<file path="src/rtl/control_partida.sv">
// control_partida: game-sequencing controller for the Connect-Four datapath.
// Starts a match, validates column moves, tracks per-column fill heights,
// issues one board write per accepted move, hands off to the win checker and
// enforces a per-turn countdown. On timeout the lowest-index free column is
// played automatically.
//
// Parameters
//   COLS     board columns (max 8)
//   ROWS     board rows (max 7)
//   CLK_HZ   clock cycles per one-second tick
//   TURN_SEC seconds allowed per turn (1..15)
// Ports
//   clk             clock, all state on rising edge
//   reset           asynchronous active-low reset
//   inicio          start-game pulse
//   col_sel         column chosen by the current player
//   confirmar       single-cycle pulse confirming col_sel
//   is_red          current turn from the turn register (1 = red)
//   chequeo_listo   win checker done
//   hay_ganador     win result, valid with chequeo_listo
//   listo           one-cycle pulse, first player selected
//   wr_en           board write strobe
//   wr_fila/wr_col  row (0 = bottom) / column written
//   wr_color        colour written (1 = red)
//   chequeo_req     win-check request, held until chequeo_listo
//   ficha_colocada  one-cycle pulse after a completed non-final move
//   jugada_invalida one-cycle pulse on a rejected confirmar
//   segundos        seconds remaining in the current turn
//   estado_juego    0 idle, 1 playing, 2 win, 3 draw
//   ganador         winning colour, valid when estado_juego = 2
module control_partida #(
  parameter int unsigned COLS     = 7,
  parameter int unsigned ROWS     = 6,
  parameter int unsigned CLK_HZ   = 50_000_000,
  parameter int unsigned TURN_SEC = 10
) (
  input  logic       clk,
  input  logic       reset,
  input  logic       inicio,
  input  logic [2:0] col_sel,
  input  logic       confirmar,
  input  logic       is_red,
  input  logic       chequeo_listo,
  input  logic       hay_ganador,
  output logic       listo,
  output logic       wr_en,
  output logic [2:0] wr_fila,
  output logic [2:0] wr_col,
  output logic       wr_color,
  output logic       chequeo_req,
  output logic       ficha_colocada,
  output logic       jugada_invalida,
  output logic [3:0] segundos,
  output logic [1:0] estado_juego,
  output logic       ganador
);

  typedef enum logic [2:0] {
    IDLE,
    ESPERA,
    ESCRIBE,
    VERIFICA,
    CAMBIO,
    FIN_GANA,
    FIN_EMPATE
  } state_t;

  localparam int unsigned   TW        = (CLK_HZ > 1) ? $clog2(CLK_HZ) : 1;
  localparam logic [TW-1:0] TICK_LAST = TW'(CLK_HZ - 1);
  localparam logic [5:0]    TOTAL     = 6'(ROWS * COLS);
  localparam logic [3:0]    SEC_INIT  = 4'(TURN_SEC);
  localparam logic [2:0]    ROWS_L    = 3'(ROWS);
  localparam logic [3:0]    COLS_L    = 4'(COLS);

  state_t        state;
  state_t        next;
  logic [2:0]    altura [COLS];
  logic [5:0]    movs;
  logic [2:0]    col_q;
  logic [TW-1:0] tick_cnt;

  logic [2:0]    altura_sel;
  logic [2:0]    altura_wr;
  logic          sel_ok;
  logic [2:0]    auto_col;
  logic          auto_found;
  logic          tick;
  logic          timeout;

  // Height lookups go through loops so a col_sel beyond COLS never indexes
  // past the array; it simply reads as zero and is rejected by the range test.
  always_comb begin
    altura_sel = '0;
    altura_wr  = '0;
    auto_col   = '0;
    auto_found = 1'b0;
    for (int unsigned i = 0; i < COLS; i++) begin
      if (col_sel == 3'(i)) altura_sel = altura[i];
      if (col_q == 3'(i))   altura_wr  = altura[i];
      if (!auto_found && (altura[i] < ROWS_L)) begin
        auto_col   = 3'(i);
        auto_found = 1'b1;
      end
    end
  end

  assign sel_ok  = ({1'b0, col_sel} < COLS_L) && (altura_sel < ROWS_L);
  assign tick    = (state == ESPERA) && (tick_cnt == TICK_LAST);
  assign timeout = tick && (segundos == 4'd1);

  always_comb begin
    next           = state;
    wr_en          = 1'b0;
    wr_fila        = '0;
    wr_col         = '0;
    wr_color       = 1'b0;
    chequeo_req    = 1'b0;
    ficha_colocada = 1'b0;
    estado_juego   = 2'd1;
    case (state)
      IDLE: begin
        estado_juego = 2'd0;
        if (inicio) next = ESPERA;
      end
      ESPERA: begin
        // A valid confirm and a timeout both lead to ESCRIBE; which column
        // gets latched is resolved in the register block.
        if ((confirmar && sel_ok) || timeout) next = ESCRIBE;
      end
      ESCRIBE: begin
        wr_en    = 1'b1;
        wr_fila  = altura_wr;
        wr_col   = col_q;
        wr_color = is_red;
        next     = VERIFICA;
      end
      VERIFICA: begin
        chequeo_req = 1'b1;
        if (chequeo_listo) begin
          if (hay_ganador)        next = FIN_GANA;
          else if (movs == TOTAL) next = FIN_EMPATE;
          else                    next = CAMBIO;
        end
      end
      CAMBIO: begin
        ficha_colocada = 1'b1;
        next           = ESPERA;
      end
      FIN_GANA: begin
        estado_juego = 2'd2;
      end
      FIN_EMPATE: begin
        estado_juego = 2'd3;
      end
      default: begin
        estado_juego = 2'd0;
        next         = IDLE;
      end
    endcase
  end

  always_ff @(posedge clk or negedge reset) begin
    if (!reset) begin
      state           <= IDLE;
      altura          <= '{default: '0};
      movs            <= '0;
      col_q           <= '0;
      tick_cnt        <= '0;
      segundos        <= SEC_INIT;
      listo           <= 1'b0;
      jugada_invalida <= 1'b0;
      ganador         <= 1'b0;
    end else begin
      state           <= next;
      listo           <= (state == IDLE) && inicio;
      jugada_invalida <= (state == ESPERA) && confirmar && !sel_ok;
      case (state)
        IDLE: begin
          altura   <= '{default: '0};
          movs     <= '0;
          tick_cnt <= '0;
          segundos <= SEC_INIT;
        end
        ESPERA: begin
          // Counter restarts at every wrap and whenever ESPERA is left, so
          // each turn starts with a full second on the clock.
          if (tick || (next != ESPERA)) tick_cnt <= '0;
          else                          tick_cnt <= tick_cnt + 1'b1;
          if (tick && (segundos != 4'd0)) segundos <= segundos - 4'd1;
          if (next == ESCRIBE) col_q <= (confirmar && sel_ok) ? col_sel : auto_col;
        end
        ESCRIBE: begin
          for (int unsigned i = 0; i < COLS; i++) begin
            if ((col_q == 3'(i)) && (altura[i] < ROWS_L)) altura[i] <= altura[i] + 3'd1;
          end
          movs <= movs + 6'd1;
        end
        VERIFICA: begin
          if (chequeo_listo && hay_ganador) ganador <= is_red;
          if (next == CAMBIO) segundos <= SEC_INIT;
        end
        default: begin
        end
      endcase
    end
  end

endmodule

</file>
<file path="config.mk">
export PLATFORM = sky130hd
export DESIGN_NAME = control_partida
export DESIGN_NICKNAME = d
export VERILOG_FILES = /design/src/rtl/control_partida.sv
export SDC_FILE = /design/constraint.sdc
export NUM_CORES = 1
export LEC_CHECK = 0
export CORE_MARGIN = 4
export CORE_UTILIZATION = 53
export DETAILED_ROUTE_END_ITERATION = 10
export PLACE_DENSITY = 0.8
export SKIP_CTS_REPAIR_TIMING = 1
export SLEW_MARGIN = 5
export SYNTH_ARGS = -nofsm -noshare
export SYNTH_HDL_FRONTEND = slang
export SYNTH_SLANG_ARGS = --single-unit
</file>
<file path="constraint.sdc">
create_clock -name clk -period 2.1 [get_ports clk]
set_clock_uncertainty 0.1 [all_clocks]
set_input_delay 0.42 -clock clk [delete_from_list [all_inputs] [get_ports clk]]
set_output_delay 0.42 -clock clk [all_outputs]
set_load 0.05 [all_outputs]
</file>
Word level (Yosys, flattened, before mapping)
Cells that the tools add are included.
W data, S select, Z words.

word-level totals
  flip-flop bits (word level) = 66
  input bits = 10
  output and inout port bits = 19
  word-level logic and storage cells = 171

cells by class
  add/subtract/negate cells = 10
  magnitude comparators = 9
  equal/unequal tests = 33
  mux-type cells = 54
  reductions and logical operators = 50

operators with widths
  kind                     count
  $mux W3                  32
  $pmux W26 S2             1
  $pmux W21 S2             1
  $eq A3 B3 Y1 const B     10
  $lt A3 B3 Y1 const B     9
  $add A26 B1 Y26 const B  1
  $eq A26 B26 Y1 const B   1
  $mux W26                 1
  $logic_and A1 B1 Y1      22
  $add A3 B1 Y3 const B    7
  $eq A3 B2 Y1 const B     7
  $pmux W3 S6              1
  $reduce_and A2 Y1        9
  $ne A2 B2 Y1 const B     8
  $pmux W4 S3              1
  $pmux W6 S2              1
  $mux W1                  11
  $eq A3 B1 Y1 const B     3
  $logic_not A3 Y1         3
  $mux W4                  2
  $logic_not A1 Y1         7
  $add A6 B1 Y6 const B    1
  $eq A6 B6 Y1 const B     1
  $pmux W2 S3              1
  other kinds (12)         15

Logic depth before layout (Yosys ltp)
Gate-level depths: netlist (run 1).

  word-level depth = 21
  gate-level depth with buffers = 9
  depth with buffers taken out = 8

Worst setup path before layout (run 1)
OpenSTA, ideal clock, no wires.

  path kind = register -> output
  start = register state[2]
  end = output port wr_fila[0]
  data arrival time = 2.366 ns
  data required time = 1.580 ns
  slack = -0.786 ns
  cell stages (with the launch flop) = 7
  buffers on the path = 1
  cells stage by stage = dfrtp_1 -> clkbuf_1 -> nor2_1 -> nand2_1 -> inv_1 -> o211ai_1 -> nor2_1

between the ends
  word-level cells in the longest chain between the ends = 2

ends and longest elaborated chain
  what                    line  RTL
  start, declared         75    state_t state;
  start signal, assigned  174   state <= next;
  $eq A3 B2 Y1            120   case (state)
  $mux W3                 120
  end, declared           47    output logic [2:0] wr_fila,

Every way passes these cells.

Worst setup path in the final report (run 1)
  start = register col_q[1]
  end = output port wr_fila[2]

between the ends
  word-level cells in the longest chain between the ends = 9
  elaborated cells between the ends (all ways) = 15

ends and longest elaborated chain
  what                    line  RTL
  start, declared         79    logic [2:0] col_q;
  start signal, assigned  190   if (next == ESCRIBE) col_q <= (confirmar && sel_ok) ? col_sel : auto_col;
  $logic_not A3 Y1        99    if (col_q == 3'(i)) altura_wr = altura[i];
  $mux W3 (6 in a row)    99
  $mux W3 (*)             99
  $mux W3 (*)             120

Every way passes the cells marked *; elsewhere a longest branch is shown, timed or not.

==> results of run 1 <==
report_power, final:
group          switching [W]  internal, W  leakage [nW]  total [W]
Sequential          0.000256      0.00147         0.882    0.00173
Clock               0.000547     0.000615         0.101    0.00116
Combinational        0.00240      0.00202          1.71    0.00442
logic make-up (layout without fill, tap and decap cells):
| family | Yosys count | in the layout | share of synthesized area |
|---|---|---|---|
| and+or+nand+nor | 224 | 224 | 0.279 |
| xor gates and xnor gates | 15 | 15 | 0.0324 |
| muxes | 14 | 14 | 0.0389 |
| adders and majority gates | 12 | 12 | 0.0371 |
| AOI/OAI and AO/OA | 96 | 96 | 0.160 |
| DFF | 66 | 66 | 0.409 |
| buffers and inverters | 40 | 168 | 0.0439 |
sequential cells by signal, indices dropped and copies added, names as in the netlist:
register and count:
tick_cnt 26, altura 21, movs 6, segundos 4, col_q 3, state 3, ganador 1, jugada_invalida 1
listo 1
worst max path at each step:
| stage | startpoint | end | slack (ns) |
|---|---|---|---|
| detailed placement | col_sel[0] | tick_cnt[5] | -0.53 |
| floorplan | state[2] | wr_fila[0] | -0.34 |
| global route | col_q[1] | wr_fila[1] | -0.35 |
| global placement | col_sel[0] | tick_cnt[20] | -0.47 |
| finish | col_q[1] | wr_fila[2] | -0.26 |
| CTS | tick_cnt[11] | segundos[2] | -0.34 |
final cells by class:
| class | instances | area (sq um) |
|---|---|---|
| Clock buffer | 14 | 163 |
| Clock inverter | 2 | 35.0 |
| Fill cell | 386 | 1340 |
| Inverter | 15 | 62.6 |
| Multi-Input combinational cell | 361 | 2550 |
| Sequential cell | 66 | 1670 |
| Tap cell | 99 | 124 |
| Timing Repair Buffer | 137 | 1390 |
through the flow:
stage	cells	total power, W
floorplan	467	0.00341
global placement	641	0.00457
detailed placement	641	0.00466
CTS	657	0.00577
global route	694	0.00759
finish	694	0.00731
metal layers:
metal  up-vias  share of wire  track usage
li1       1938              -            -
met1      2189           0.36        0.334
met2       306           0.50        0.451
met3       116          0.082       0.0450
met4         0          0.061       0.0829
met5         -              0            0
cell usage in the layout, fill, tap and decap left out, drive strengths merged, types with 7 or more instances in the layout:
cell type / instances
a21oi: 19
buf: 123
nand3: 48
nor3: 9
o31ai: 9
dfrtp: 64
nor2: 48
or3: 12
inv: 14
ha: 12
xor2: 9
nand2: 60
clkbuf: 17
mux2i: 9
a31oi: 7
o21ai: 28
nand4: 16
clkdlybuf4s50: 7
==> reports/metrics.csv, run 1 <==
stage;metric;value;unit
worst_setup_path;Setup crit start kind;flip-flop;
synth;most common cell in the netlist;dfrtp_1;
sta;Slew HR;0.647;
synth;commonest cells in the synthesized netlist;dfrtp_1, nand2_1, nand3_1, nor2_1, o21ai_0;
worst_setup_path;slowest CP cell;dfrtp_2;
power;P_leak;2.69;nW
synth;Avg Cell Area, Syn;8.67;sq um
sta;Worst Tran Pin Value;0.530;ns
worst_setup_path;ordered list of cells on the worst path;buf_4, mux2_2, a221oi_2, nor2_2, buf_12;
global_route;initial antenna violation count;0;
worst_setup_path;worst path bufs/invs;2;
sta;hold slack;-0.0329;ns
global_route;largest net degree at the start of global routing;67;
global_route;vias in the first global route;3961;
synth;post-synth cell types;62;
placed_design;DPL Wire Length;7.69;mm
cells_and_area;post-route cell area;5990;sq um
clock_tree;TritonCTS clock tree;built;
die;number of I/O pins;29;
detailed_routing;routed wire length;14.5;mm
synth;YS warnings;0;
sta;Final WS setup;-0.255;ns
synth;Post-synth ARST share;1.00;
synth;number of synthesized flops with an enable pin;0;
cells_and_area;Util after Layout;0.818;
placed_design;gpl congestion;0.929;
worst_setup_path;CP delay by family, top;flip-flops;
placed_design;placed instance area;5020;sq um
synth;Mapped Area;4050;sq um
clock_tree;H-Tree Depth;3;
clock_tree;clk_lat worst skew;0.37;ns
detailed_routing;antenna-violating nets left;0;
worst_setup_path;R2R setup slack;-0.24;ns
synth;biggest area consumer among synthesized cells;dfrtp_1;
die;Std-Cell Rows;31;
worst_setup_path;Worst EP arrival;1.84;ns
global_route;gr ovfl total;0;
worst_setup_path;Critical Path RT;1.58;ns
worst_setup_path;Max FO, Critical Path;6;
detailed_routing;initial DRC count;423;
status;outcome;finished with violations;
placed_design;port bufs;28;
synth;sequential cell area fraction in the yosys report;0.409;
worst_setup_path;Setup CP Type;reg2out;
detailed_routing;drt drc;0;
sta;fin crit share;1.12;
power;Pwr Density;1220;nW/um^2
cells_and_area;layout cells sized above 1;0.387;
power;Worst VDD drop;0.676;mV
die;die area;9100;sq um
sta;setup TNS;-4.95;ns
global_route;gr usage total;0.261;
hold_path;Hold Crit Class;in2async;
global_route;first-pass GRT wire length;18.8;mm
detailed_routing;Pre-antenna DRT Iters;5;
die;die span in x;95.4;um
sta;RSZ-0062 raised after global routing;true;
status;violated checks;hold timing, setup timing;
clock_tree;Worst-path clk slew;0.08;ns
clock_tree;Num Clock Sinks;66;
synth;Synth Net Count;489;
worst_setup_path;worst reg2reg endpoint;tick_cnt[24];
cells_and_area;P&R area growth vs syn;48.0;%
synth;Top FF cell, synth;dfrtp_1;
detailed_routing;wire per inst;20.9;um
worst_setup_path;slowest stage delay, CP;0.45;ns
sta;FMAX;0.425;GHz
sta;Final setup viols;38;
sta;Max Slew Vio Count;0;
cells_and_area;Layout Nets;612;
worst_setup_path;Worst Setup End Kind;output port;
die;core box area;7330;sq um
detailed_routing;via count;4549;
synth;share of the synthesized area in the top cell type;0.396;
clock_tree;Root Buffer;clkbuf_8;
clock_tree;total CTS buffers;9;
synth;Post-Synthesis Cells;467;
clock_tree;Max Root-Sink Buffers;2;
sta;Fin. Hold Viols;64;
job;max-cap viol count;0;
synth;post-synthesis register bit count;66;
cells_and_area;n_diodes;0;
die;Die H;95.4;um
worst_setup_path;R2R cell count;8;
synth;top cells by area, synth;dfrtp_1, nand3_1, nand2_1;
worst_setup_path;RR Startpoint;tick_cnt[9];
die;Starting Density;0.552;
detailed_routing;Vias/cell;6.55;
placed_design;pre-CTS setup slack;-0.530;ns
sta;crit path time final;2.36;ns
worst_setup_path;Levels on crit path;5;
(Power assumes the default switching activity.)
==> run 2: changes to the inputs <==
Settings changed: GPL_TIMING_DRIVEN from default to 0.
==> run 2 against run 1 <==
The flow finishes with violations (setup timing). Count of clock-buffer cells in the layout grew 1. Combinational power fell by 20%. Via count fell by 12%. Global-route usage shrank 2.2 points.
==> reports/metrics.csv, run 2 (same netlist as run 1, synthesis figures left out) <==
stage;metric;value;unit
status;outcome;finished with violations;
status;violated checks;setup timing;
worst_setup_path;Setup CP Type;reg2out;
global_route;gr usage total;0.239;
worst_setup_path;slowest stage delay, CP;0.43;ns
global_route;vias in the first global route;3528;
detailed_routing;antenna-violating nets left;0;
sta;Fin. Hold Viols;0;
detailed_routing;routed wire length;11.9;mm
clock_tree;Root Buffer;clkbuf_8;
cells_and_area;most frequent cells in the layout;nand2_1, dfrtp_1, nor2_1;
sta;hold slack;0.0527;ns
sta;Slew HR;0.449;
hold_path;Hold Crit Class;in2async;
worst_setup_path;CP delay by family, top;flip-flops;
die;Starting Density;0.552;
global_route;first-pass GRT wire length;17.0;mm
power;P_leak;2.34;nW
sta;Final setup viols;25;
clock_tree;H-Tree Depth;3;
clock_tree;Num Clock Sinks;66;
sta;RSZ-0062 raised after global routing;true;
sta;fin crit share;1.13;
power;Logic pwr share;0.562;
power;sw power;0.00289;W
cells_and_area;register area;1670;sq um
clock_tree;Max Root-Sink Buffers;2;
cells_and_area;Layout Nets;557;
job;max-cap viol count;0;
worst_setup_path;Setup crit start kind;flip-flop;
power;sequential cell fraction of total power;0.276;
cells_and_area;Largest regs;tick_cnt: 26 flops, altura: 21 flops, movs: 6 flops;
global_route;gr ovfl total;0;
worst_setup_path;Worst Setup End Kind;output port;
detailed_routing;initial DRC count;283;
placed_design;placed instance area;4460;sq um
clock_tree;clk_lat worst skew;0.35;ns
power;Pwr Density;1170;nW/um^2
power;Worst VDD drop;0.615;mV
detailed_routing;wire per inst;18.7;um
cells_and_area;max reg flops;26;
die;number of I/O pins;29;
sta;Worst Tran Pin Value;0.827;ns
global_route;initial antenna violation count;0;
detailed_routing;Pre-antenna DRT Iters;4;
die;die area;9100;sq um
die;core box area;7330;sq um
cells_and_area;P&R area growth vs syn;32.7;%
die;die span in x;95.4;um
cells_and_area;multi-input logic area;2580;sq um
detailed_routing;Vias/cell;6.24;
cells_and_area;n_diodes;0;
placed_design;DPL Wire Length;7.08;mm
cells_and_area;largest reg by FF count;tick_cnt;
worst_setup_path;Critical Path RT;1.58;ns
detailed_routing;via count;3986;
die;Die H;95.4;um
cells_and_area;fill cell count;475;
power;Net Sw Frac;0.458;
worst_setup_path;Worst EP arrival;1.85;ns
sta;crit path time final;2.37;ns
worst_setup_path;Crit path top cell by count;nor2_1;
global_route;largest net degree at the start of global routing;67;
sta;Final WS setup;-0.266;ns
power;Clock power frac;0.162;
sta;Max Slew Vio Count;0;
cells_and_area;post-route cell area;5370;sq um
worst_setup_path;worst path bufs/invs;2;
die;Std-Cell Rows;31;
worst_setup_path;ordered list of cells on the worst path;buf_6, mux2i_1, nor2_1, a31oi_1, nor2_1, a221oi_1, nor2_1, buf_6;
worst_setup_path;Max FO, Critical Path;5;
worst_setup_path;slowest CP cell;dfrtp_1;
clock_tree;TritonCTS clock tree;built;
cells_and_area;commonest non-fill, non-tap cell in the layout;nand2_1;
placed_design;port bufs;27;
detailed_routing;drt drc;0;
placed_design;gpl congestion;0.929;
sta;FMAX;0.423;GHz
clock_tree;Worst-path clk slew;0.08;ns
clock_tree;total CTS buffers;9;
power;Pint;0.00341;W
cells_and_area;layout cells sized above 1;0.320;
-- run 2: worst register-to-register path, stage by stage (launching register included) --
cell and delay, ns:
dfrtp_2 0.41, ha_4 0.16, and4_4 0.26, nand4_1 0.15, o41ai_2 0.38, a22oi_1 0.13, nor2_2 0.23, buf_6 0.15
a21oi_2 0.05, a31oi_1 0.16
-- run 2: per-layer routing --
metal	track usage	wire [um]	vias up
met5	0	0	-
met4	0.108	462	0
met3	0.0474	940	51
met2	0.377	5810	202
met1	0.319	4730	1908
li1	-	-	1825
-- run 2: worst paths after layout --
path	depth (start not counted)	end	from	slack [ns]
worst max-delay path	8	wr_fila[1]	col_q[1]	-0.27
worst min-delay path	1	tick_cnt[15]	reset	0.05
worst max register to register	9	segundos[3]	tick_cnt[1]	-0.15
worst min register to register	1	ganador	ganador	0.42
max in group asynchronous	1	tick_cnt[24]	reset	1.23
min in group clk	3	col_q[1]	col_sel[1]	0.37
-- run 2: final cells by class --
cell class / instances / share of cell area
inverter: 15 / 0.0112
multi-input combinational: 361 / 0.480
timing repair buffer: 61 / 0.107
buffer: 21 / 0.0340
clock buffer: 15 / 0.0328
clock inverter: 1 / 0.00140
tap: 99 / 0.0231
sequential: 66 / 0.311
-- run 2: stage by stage --
step	total power (W)	setup slack (ns)	TNS, ns	cells	utilization
4_1_cts	0.00518	-1.62	-24.74	609	0.633
3_5_place_dp	0.00417	-1.23	-25.83	593	0.608
3_3_place_gp	0.00413	-1.73	-137.06	593	0.608
5_1_grt	0.00661	-0.352	-6.05	639	0.733
6_report	0.00630	-0.266	-1.91	639	0.733
2_1_floorplan	0.00341	-0.342	-2.18	467	-
-- run 2: power groups by stage --
stage               combinational [W]  clock (W)  sequential, W
global placement              0.00246          0        0.00166
CTS                           0.00250    0.00102        0.00165
global route                  0.00377    0.00109        0.00176
floorplan                     0.00167          0        0.00173
detailed placement            0.00250          0        0.00167
finish                        0.00354    0.00102        0.00174
==> run 3: changes to the inputs <==
--- a/config.mk
+++ b/config.mk
@@ -16,2 +16,3 @@
 export SYNTH_HDL_FRONTEND = slang
 export SYNTH_SLANG_ARGS = --single-unit
+export TNS_END_PERCENT = 100
==> constraint.sdc (replaced) <==
create_clock -name clk -period 2.1 [get_ports clk]
set_clock_uncertainty 0.1 [all_clocks]
set_input_delay 0.42 -clock clk [delete_from_list [all_inputs] [get_ports clk]]
set_output_delay 0.42 -clock clk [all_outputs]
set_load 0.01 [all_outputs]
==> run 3 against run 2 <==
The run still ends with setup timing left. Register-to-register slack worse by 0.08 ns. Flip-flop and latch count stayed put. Final cell count is 1.7% lower. Setup slack better by 0.032 ns. First-iteration DRC count is 36% higher. Total power is 11% lower. Largest cell class unchanged. Sequential power hardly changed. Highest routed layer is now met5. Critical endpoint is now segundos[2].
==> reports/metrics.csv, run 3 (same netlist as run 1, synthesis figures left out) <==
stage;metric;value;unit
cells_and_area;commonest non-fill, non-tap cell in the layout;nand2_1;
worst_setup_path;Setup CP Type;reg2reg;
detailed_routing;Pre-antenna DRT Iters;5;
cells_and_area;layout cells sized above 1;0.248;
clock_tree;Root Buffer;clkbuf_8;
clock_tree;Worst-path clk slew;0.07;ns
detailed_routing;initial DRC count;384;
clock_tree;H-Tree Depth;3;
sta;Final setup viols;29;
cells_and_area;most frequent cells in the layout;nand2_1, dfrtp_1, nand3_1;
die;Starting Density;0.552;
die;Std-Cell Rows;31;
sta;hold slack;0.0771;ns
clock_tree;clk_lat worst skew;0.36;ns
clock_tree;Max Root-Sink Buffers;2;
worst_setup_path;R2R cell count;8;
die;number of I/O pins;29;
worst_setup_path;Max FO, Critical Path;5;
die;Die H;95.4;um
clock_tree;Num Clock Sinks;66;
sta;Worst Tran Pin Value;0.861;ns
worst_setup_path;Worst EP arrival;2.48;ns
job;max-cap viol count;0;
cells_and_area;max reg flops;26;
sta;Final WS setup;-0.234;ns
detailed_routing;Vias/cell;6.27;
placed_design;DPL Wire Length;7.25;mm
power;Pwr Density;1090;nW/um^2
global_route;vias in the first global route;3501;
sta;RSZ-0062 raised after global routing;true;
power;Worst VDD drop;0.664;mV
sta;Max Slew Vio Count;0;
worst_setup_path;Setup crit start kind;flip-flop;
sta;fin crit share;1.11;
status;outcome;finished with violations;
power;P_leak;2.28;nW
detailed_routing;wire per inst;18.2;um
detailed_routing;drt drc;0;
global_route;initial antenna violation count;1;
cells_and_area;Largest regs;tick_cnt: 26 flops, altura: 21 flops, movs: 6 flops;
placed_design;gpl congestion;0.944;
global_route;first-pass GRT wire length;17.2;mm
cells_and_area;n_diodes;0;
cells_and_area;Util after Layout;0.697;
clock_tree;TritonCTS clock tree;built;
detailed_routing;metal3 WL;942;um
placed_design;port bufs;27;
detailed_routing;antenna-violating nets left;0;
die;core box area;7330;sq um
worst_setup_path;Worst Setup End Kind;flip-flop;
sta;crit path time final;2.33;ns
global_route;gr ovfl total;0;
sta;Slew HR;0.426;
global_route;gr usage total;0.244;
cells_and_area;P&R area growth vs syn;26.2;%
cells_and_area;largest reg by FF count;tick_cnt;
placed_design;pre-CTS setup slack;-0.717;ns
clock_tree;total CTS buffers;9;
worst_setup_path;Critical Path RT;2.24;ns
detailed_routing;via count;3938;
detailed_routing;uppermost layer routed;met5;
hold_path;Hold Crit Class;in2async;
detailed_routing;met2 wire length;5.56;mm
detailed_routing;Metal-1 WL;4.61;mm
die;die span in x;95.4;um
cells_and_area;Layout Nets;547;
sta;Fin. Hold Viols;0;
status;violated checks;setup timing;
sta;FMAX;0.428;GHz
die;die area;9100;sq um
global_route;largest net degree at the start of global routing;67;
detailed_routing;routed wire length;11.4;mm
run 3: report_power, final:
part	switching [W]	internal, W
Clock	0.000486	0.000571
Sequential	0.000247	0.00147
Combinational	0.00167	0.00114
run 3: worst max-delay path, cell delays in order (launching register included):
cell,delay (ns)
dfrtp_2,0.42
ha_4,0.15
and4_4,0.26
nand4_1,0.16
o41ai_2,0.39
a22oi_1,0.16
nor2_2,0.28
o21ai_1,0.12
a21o_1,0.17
run 3: worst paths after layout:
check,startpoint,end,slack [ns]
worst min register to register,altura[9],altura[9],0.42
worst max-delay path,tick_cnt[0],segundos[2],-0.23
max in group asynchronous,reset,tick_cnt[12],1.22
worst min-delay path,reset,movs[4],0.08
min in group clk,col_sel[1],col_q[1],0.36
worst max register to register,tick_cnt[0],segundos[2],-0.23
run 3: stage by stage:
stage                     power, W  area [sq um]  std cells  TNS (ns)
after floorplan            0.00310          4050        467         0
after global placement     0.00382          4450        593   -129.83
after detailed placement   0.00387          4440        593    -21.25
after CTS                  0.00492          4630        608    -19.16
after global routing       0.00592          5110        628     -6.44
final                      0.00559          5110        628     -2.32
run 3: cell type report:
cell class	instances	area (sq um)
multi-input combinational	361	2470
fill	535	2220
sequential	66	1660
timing repair buffer	51	440
buffer	21	171
clock buffer	12	145
tap	99	124
inverter	15	56.3
clock inverter	3	40.0
run 3: metal layers:
metal / up-vias / global-route usage
met4: 2 / 0.111
met1: 1883 / 0.337
li1: 1801 / -
met3: 34 / 0.0450
met5: - / 0
met2: 218 / 0.372
==> edit (flow settings as in run 2) <==
Make the reset (`reset`) synchronous in one clocked block. Comments in the files are not updated.
--- a/src/rtl/control_partida.sv
+++ b/src/rtl/control_partida.sv
@@ -160,5 +160,5 @@
   end
 
-  always_ff @(posedge clk or negedge reset) begin
+  always_ff @(posedge clk) begin
     if (!reset) begin
       state           <= IDLE;
Function: differs if reset is asserted again (counterexample within 4 cycles, from zero or initial values and one cycle with reset low); with reset held inactive, the same outputs for 10 cycles.
==> edit against run 2 <==
- the flow still finishes with violations (negative setup slack)
- area after synthesis decreased by 7.5%
- utilization decreased by 0.56 points
- non-clock buffer count decreased by 10
- register-to-register slack got worse by 0.05 ns
- worst setup slack improved by 0.070 ns
- cell area decreased by 7.5%
- count of clock-buffer cells in the layout decreased by 5
- sequential cell count unchanged
- wire length decreased by 0.76%
- critical path type is now flip-flop to flip-flop
- highest routed layer unchanged
Power is not compared: it rests on default switching activity, and its combinational part moved more than twofold at a synthesized area within 25%.
==> edit: results (changes against run 2) <==
[outcome]
run_status=finished with violations
failed_checks=negative setup slack

[placed_design]
place_hpwl_mm=6.86  ; -3.1%
gp_routability_congestion=0.930  ; +0.17%
pre_cts_slack_ns=-0.891  ; +0.340 ns

[drt]
drt_first_pass_iters=6  ; +2
drt_first_iter_violations=511  ; +81%
routed_wirelength_mm=11.8  ; -0.76%
routed-via-count=4089  ; +2.6%

[timing]
slew-limit-headroom=0.363  ; -0.0863
hold_slack_ns=0.391  ; +0.338 ns
setup-violations-final=32  ; +28%
worst_slack_ns=-0.197  ; +0.0697 ns

[finish]
buffers_excl_clock=72  ; -12%
antennaDiodeCount=0  ; unchanged
n_fill_cell=470  ; -1.1%
nets=552  ; -0.90%
multi_input_comb_area_um2=2550  ; -1.0%
largest_registers=tick_cnt x26, altura x21, movs x6
final-seq-area_um2=1380  ; -17%
post_route_cells_drive_above_1_share=0.277  ; -0.0437
portion_of_the_layout_cell_area_used_by_clock_cells=0.0458  ; +0.0116
final-nonclk-buf-share=0.126  ; -0.0142
total_number_of_multi_input_combinational_cells=366  ; +1.4%
n_clock_buffer=10  ; -5

[synth]
synth-async-reset-ratio=0  ; -1.00
mappedNetlistNets=490  ; +0.20%
ys_types=61  ; -1.6%
yosys-top-cells-area=dfxtp_1, nand3_1, nor2_1, nand2_1, a21oi_1
synth_seq_area_share=0.353  ; -0.0556
synthDominantAreaCellType=dfxtp_1
synth-main-ff-cell=dfxtp_1
ys_top_cells_by_count=dfxtp_1, nor2_1, nand2_1

[critical_path]
cp_data_arrival_time_ns=2.44  ; +0.59 ns
worst_setup_path_endpoint=col_q[1]$_SDFFE_PN0P_
reg2reg_start=altura[7]$_SDFFE_PN0P_
cp-start-kind=flip-flop
cp_max_fo=6  ; +1
worst-r2r-cell-count=7  ; -2

[power]
power.sequential.fraction=0.410

[global_route]
gr-usage-all-layers=0.240  ; +0.00138
via_count_of_the_first_global_routing_pass=3445  ; -2.4%
grt_max_degree=13  ; -81%
grt_first_pass_wirelength_mm=16.4  ; -3.5%
antenna_found_initial=0  ; unchanged

[worst_hold_path]
holdCritPathClass=flip-flop to flip-flop
worst_hold_startpoint=tick_cnt[25]$_SDFFE_PN0P_

[cts]
clock_network_latency_to_the_later_pin_of_the_worst_skew_pair_ns=0.36

-- edit: cell types whose count changed after synthesis, moves of 7 or more --
cell / before / now
nand2_1: 60 / 47
a21oi_1: 18 / 34
dfxtp_1: 0 / 66
and3_1: 6 / 14
nor3_1: 8 / 17
a31oi_1: 7 / 19
nand3_1: 48 / 38
o21ai_0: 22 / 15
or3_1: 11 / 2
o31ai_1: 9 / 1
dfrtp_1: 64 / 0
-- edit: logic make-up (layout without fill, tap and decap cells) --
| kind of cell | after synthesis | in the layout | synth area share |
|---|---|---|---|
| flops | 66 | 66 | 0.353 |
| xor+xnor | 14 | 14 | 0.0328 |
| fa+ha+maj | 12 | 12 | 0.0401 |
| mux | 11 | 11 | 0.0431 |
| simple gates | 222 | 222 | 0.300 |
| compound gates | 107 | 107 | 0.190 |
| buf+inv | 36 | 103 | 0.0414 |
-- edit: per-layer routing --
layer	part of all wire	routed length, um	global-route usage	vias to the layer above
li1	-	-	-	1863
met2	0.46	5450	0.381	251
met4	0.042	492	0.0854	0
met1	0.41	4810	0.327	1914
met5	0	0	0	-
met3	0.093	1100	0.0443	61
-- edit: worst max-delay path: stages, from the launching register on --
cell and delay [ns]:
dfxtp_4 0.37, nand2_2 0.09, mux4_2 0.51, a2bb2oi_4 0.20, buf_4 0.17, a22o_4 0.27
and2_4 0.19, a311oi_2 0.28
-- edit: per-stage QoR --
stage | cell area, um2 | power [mW] | TNS (ns) | std cells | util
final | 4970 | 3.18 | -3.20 | 631 | 0.727
after global routing | 4970 | 3.28 | -6.03 | 631 | 0.727
after CTS | 4380 | 3.03 | -24.60 | 607 | 0.642
after detailed placement | 4160 | 1.82 | -30.83 | 591 | 0.608
after global placement | 4160 | 1.81 | -29.91 | 591 | 0.608
after floorplan | 3760 | 1.67 | -0.279 | 468 | -
